<file path="src/rtl/serial_sub4bit_pkg.sv">
// Shared state encoding and default width for the bit-serial subtractor.
// The optional overflow flag is enabled by defining SERIAL_SUB_OVF_EN.
package serial_sub4bit_pkg;

    localparam int DEF_WIDTH = 4;

    typedef enum logic [1:0] {
        IDLE  = 2'd0,
        SHIFT = 2'd1,
        DONE  = 2'd2
    } state_t;

endpackage

</file>
<file path="src/rtl/serial_sub4bit_full_adder.sv">
// Single-bit full adder cell; the serial subtractor reuses it once per bit.
module full_adder (
    input  logic a,
    input  logic b,
    input  logic cin,
    output logic s,
    output logic cout
);

    assign s    = a ^ b ^ cin;
    assign cout = (a & b) | (cin & (a ^ b));

endmodule

</file>
<file path="src/rtl/serial_sub4bit.sv">
// Bit-serial A - B - Bin, LSB first, one bit per clock.
// Define SERIAL_SUB_OVF_EN to build the signed-overflow flag.
module serial_sub4bit
    import serial_sub4bit_pkg::*;
#(
    parameter int WIDTH = DEF_WIDTH
) (
    input  logic             clk,
    input  logic             rst_n,
    input  logic             start,
    input  logic [WIDTH-1:0] A,
    input  logic [WIDTH-1:0] B,
    input  logic             Bin,
    output logic [WIDTH-1:0] Diff,
    output logic             Bout,
    output logic             Ovf,
    output logic             busy,
    output logic             done
);

    localparam int CW = $clog2(WIDTH);

    state_t           state_q, state_d;
    logic [CW-1:0]    cnt_q, cnt_d;
    logic             carry_q, carry_d;
    logic [WIDTH-1:0] a_q, a_d;
    logic [WIDTH-1:0] b_q, b_d;
    logic [WIDTH-1:0] sum_q, sum_d;
    logic [WIDTH-1:0] diff_q, diff_d;
    logic             bout_q, bout_d;
    logic             fa_s, fa_cout;
    logic             last_bit;

    assign last_bit = (cnt_q == CW'(WIDTH - 1));

    // Subtraction as A + ~B + ~Bin through the one shared adder cell
    full_adder u_fa (
        .a    (a_q[cnt_q]),
        .b    (~b_q[cnt_q]),
        .cin  (carry_q),
        .s    (fa_s),
        .cout (fa_cout)
    );

    always_comb begin
        state_d = state_q;
        cnt_d   = cnt_q;
        carry_d = carry_q;
        a_d     = a_q;
        b_d     = b_q;
        sum_d   = sum_q;
        diff_d  = diff_q;
        bout_d  = bout_q;
        unique case (state_q)
            IDLE, DONE: begin
                if (start) begin
                    state_d = SHIFT;
                    cnt_d   = '0;
                    carry_d = ~Bin;
                    a_d     = A;
                    b_d     = B;
                end else if (state_q == DONE) begin
                    state_d = IDLE;
                end
            end
            SHIFT: begin
                carry_d = fa_cout;
                sum_d   = {fa_s, sum_q[WIDTH-1:1]};
                cnt_d   = cnt_q + 1'b1;
                if (last_bit) begin
                    state_d = DONE;
                    diff_d  = {fa_s, sum_q[WIDTH-1:1]};
                    bout_d  = ~fa_cout;
                end
            end
            default: state_d = IDLE;
        endcase
    end

    always_ff @(posedge clk) begin
        if (!rst_n) begin
            state_q <= IDLE;
            cnt_q   <= '0;
            carry_q <= 1'b0;
            a_q     <= '0;
            b_q     <= '0;
            sum_q   <= '0;
            diff_q  <= '0;
            bout_q  <= 1'b0;
        end else begin
            state_q <= state_d;
            cnt_q   <= cnt_d;
            carry_q <= carry_d;
            a_q     <= a_d;
            b_q     <= b_d;
            sum_q   <= sum_d;
            diff_q  <= diff_d;
            bout_q  <= bout_d;
        end
    end

`ifdef SERIAL_SUB_OVF_EN
    logic ovf_q;

    // Signed overflow is the carry into the MSB differing from the carry out
    always_ff @(posedge clk) begin
        if (!rst_n) begin
            ovf_q <= 1'b0;
        end else if (state_q == SHIFT && last_bit) begin
            ovf_q <= carry_q ^ fa_cout;
        end
    end

    assign Ovf = ovf_q;
`else
    assign Ovf = 1'b0;
`endif

    assign Diff = diff_q;
    assign Bout = bout_q;
    assign busy = (state_q == SHIFT);
    assign done = (state_q == DONE);

endmodule

</file>
<file path="config.mk">
export PLATFORM = sky130hd
export DESIGN_NAME = serial_sub4bit
export DESIGN_NICKNAME = d
export VERILOG_FILES = /design/src/rtl/serial_sub4bit_pkg.sv /design/src/rtl/serial_sub4bit_full_adder.sv /design/src/rtl/serial_sub4bit.sv
export SDC_FILE = /design/constraint.sdc
export NUM_CORES = 1
export LEC_CHECK = 0
export CELL_PAD_IN_SITES_DETAIL_PLACEMENT = 1
export CELL_PAD_IN_SITES_GLOBAL_PLACEMENT = 1
export CORE_MARGIN = 3
export CORE_UTILIZATION = 35
export DETAILED_ROUTE_END_ITERATION = 6
export PLACE_DENSITY_LB_ADDON = 0.1
export RECOVER_POWER = 50
export SKIP_CTS_REPAIR_TIMING = 1
export SYNTH_ARGS = -nofsm -noshare
export SYNTH_HDL_FRONTEND = slang
export SYNTH_SLANG_ARGS = --single-unit
export TNS_END_PERCENT = 20
</file>
<file path="constraint.sdc">
create_clock -name clk -period 1.9 [get_ports clk]
set_input_delay 0.19 -clock clk [delete_from_list [all_inputs] [get_ports clk]]
set_output_delay 0.19 -clock clk [all_outputs]
set_load 0.03 [all_outputs]
</file>
==> results.json <==
{
  "status": "completed",
  "grt_setup_unrepaired": "false",
  "cts_buffers": 3,
  "yosys_warnings": 0,
  "cp.required_ns": 2.15,
  "fin_hold_ws_ns": 0.416,
  "core-area_um2": 2300,
  "final_common_cell": "nand2_1",
  "drc": 0,
  "ys_seq_area_share_pct": 47.7,
  "timing.setup.tns_ns": 0,
  "num_vias": 736,
  "layout_setup_ws_ns": 0.175,
  "timing.fmax_mhz": 580,
  "worstPathMaxFanout": 5,
  "diodes": 0,
  "peakVddDrop_mv": 0.343,
  "port_buffers": 18,
  "die_w_um": 56.2,
  "drive_above_1_share_pct": 10.1,
  "p_per_area_nw_per_um2": 746,
  "drv_slew": 0,
  "finalSetupViolCount": 0,
  "gp_congestion": 0.684,
  "ioPinCount": 20,
  "synth_top_area_share_pct": 47.7,
  "clk_pin_slew_ns": 0.13,
  "cts_tree": "built",
  "routed_wirelength_um": 1960,
  "grt_max_degree": 17,
  "p_leak_nw": 0.408,
  "worstSetupPathType": "reg -> reg",
  "die_y_um": 56.2,
  "stdcell_area_um2": 1100,
  "placed_area_um2": 1070,
  "globalRoute.totalOverflow": 0,
  "wire_per_inst_um": 13.4,
  "fin_crit_ns": 1.73,
  "ant_nets": 0,
  "clk_path_buf_depth": 2,
  "relSlewSlack_pct": 64.4,
  "dr.pass1.iters": 2,
  "finalHoldViolCount": 0,
  "first_global_vias": 752,
  "fin_crit_sh_pct": 90.8,
  "yosys.area.top_type": "dfxtp_1",
  "antenna_found_initial": 0,
  "dpl.hpwl_um": 1460,
  "start_util_pct": 38.3,
  "finalNonFillerCells": 147,
  "viasPerCell": 5.01,
  "cts_htree_levels": 1,
  "grt_use_total_pct": 14.4,
  "final_cell_mix": "nand2_1, dfxtp_1, a21oi_1",
  "fin_skew_ns": 0.00658,
  "yosysUniqueCellTypes": 23,
  "arrival_ns": 1.97,
  "hold_class": "in -> reg",
  "num_rows": 17,
  "postLayoutCoreUtil_pct": 47.8,
  "synth_seq_cells": 21,
  "pre_cts_ws_ns": 0.107,
  "syn-mean-instance-area_um2": 8.72,
  "synthTopCellsByArea": "dfxtp_1, nand2_1, a21oi_1, mux4_2, nand3_1",
  "fin_nets": 134,
  "drt_iter0_drc": 10,
  "cts-root-buf": "clkbuf_4",
  "endpoint_kind": "flip-flop",
  "finalPower_mw": 0.820,
  "die_area_um2": 3150,
  "synth_fp_nets": 115,
  "maxCapViolCount": 0,
  "netlist_area_um2": 881,
  "cts.sink_count": 21,
  "netlist_instances": 101,
  "dp.cells": 143,
  "clk_latency_ns": 0.31,
  "area_growth_pct": 24.7,
  "worst_slew_pin_slew_ns": 0.533,
  "grt_pass1_wl_um": 3570,
  "crit_path_start_kind": "flip-flop"
}
## cells by family (layout without fill, tap and decap cells)
group                      count (synthesis)  after routing  share of synthesized area, %
adders and majority gates                  2              2                          3.69
muxes                                      2              2                          5.11
other                                      1              1                         0.426
buffers and inverters                     10             28                          6.96
and+or+nand+nor                           44             44                          22.4
DFF                                       21             21                          47.7
AOI/OAI and AO/OA                         21             21                          13.6
## worst max-delay path: stages (launching register included)
cell and delay [ns]:
dfxtp_2 0.40, mux4_2 0.52, fa_1 0.54, nand3_1 0.08, a21oi_1 0.13
## cell usage after synthesis
master	count
a21oi_1	18
and2_1	2
dfxtp_1	21
clkinv_2	1
mux4_2	2
buf_2	3
clkbuf_1	1
conb_1	1
nor2_1	2
nand3b_1	1
buf_4	1
o41ai_2	1
ha_1	1
nand2_1	27
nand3_1	7
fa_1	1
buf_6	2
inv_1	2
nor2b_1	2
nand2b_1	2
a311oi_1	1
o21ai_0	1
nand2b_2	1
## flip-flops by register name (all words and copies together), names as in the netlist
register  flops
Bout          1
cnt_q         2
sum_q         3
state_q       2
a_q           4
b_q           4
carry_q       1
Diff          4
## worst paths after layout
check | from | to | slack, ns | cells past startpoint
setup / recovery | cnt_q[0] | Diff[3] | 0.17 | 4
hold reg to reg | Diff[1] | Diff[1] | 0.47 | 2
setup reg to reg | cnt_q[0] | Diff[3] | 0.17 | 4
hold / removal | A[1] | a_q[1] | 0.42 | 3
## where the power goes
part           leakage (nW)  internal, mW  switching [mW]  total (mW)
clock                0.0177        0.0785           0.143       0.222
combinational         0.219        0.0584          0.0622       0.121
sequential            0.172         0.461          0.0165       0.478
## layout make-up
| type | count | area (um^2) |
|---|---|---|
| clock inverter | 1 | 5.00 |
| tap | 28 | 35.0 |
| timing repair buffer | 21 | 205 |
| multi-input combinational | 70 | 397 |
| sequential | 21 | 422 |
| inverter | 3 | 12.5 |
| fill | 281 | 1200 |
| clock buffer | 3 | 22.5 |
## per-layer routing
layer / vias up / GRT usage (%) / wire length, um
li1: 371 / - / -
met3: 4 / 3.48 / 82
met4: 0 / 6.10 / 32
met2: 13 / 22.0 / 905
met1: 348 / 19.2 / 943
met5: - / 0 / 0
(Power assumes the default switching activity.)
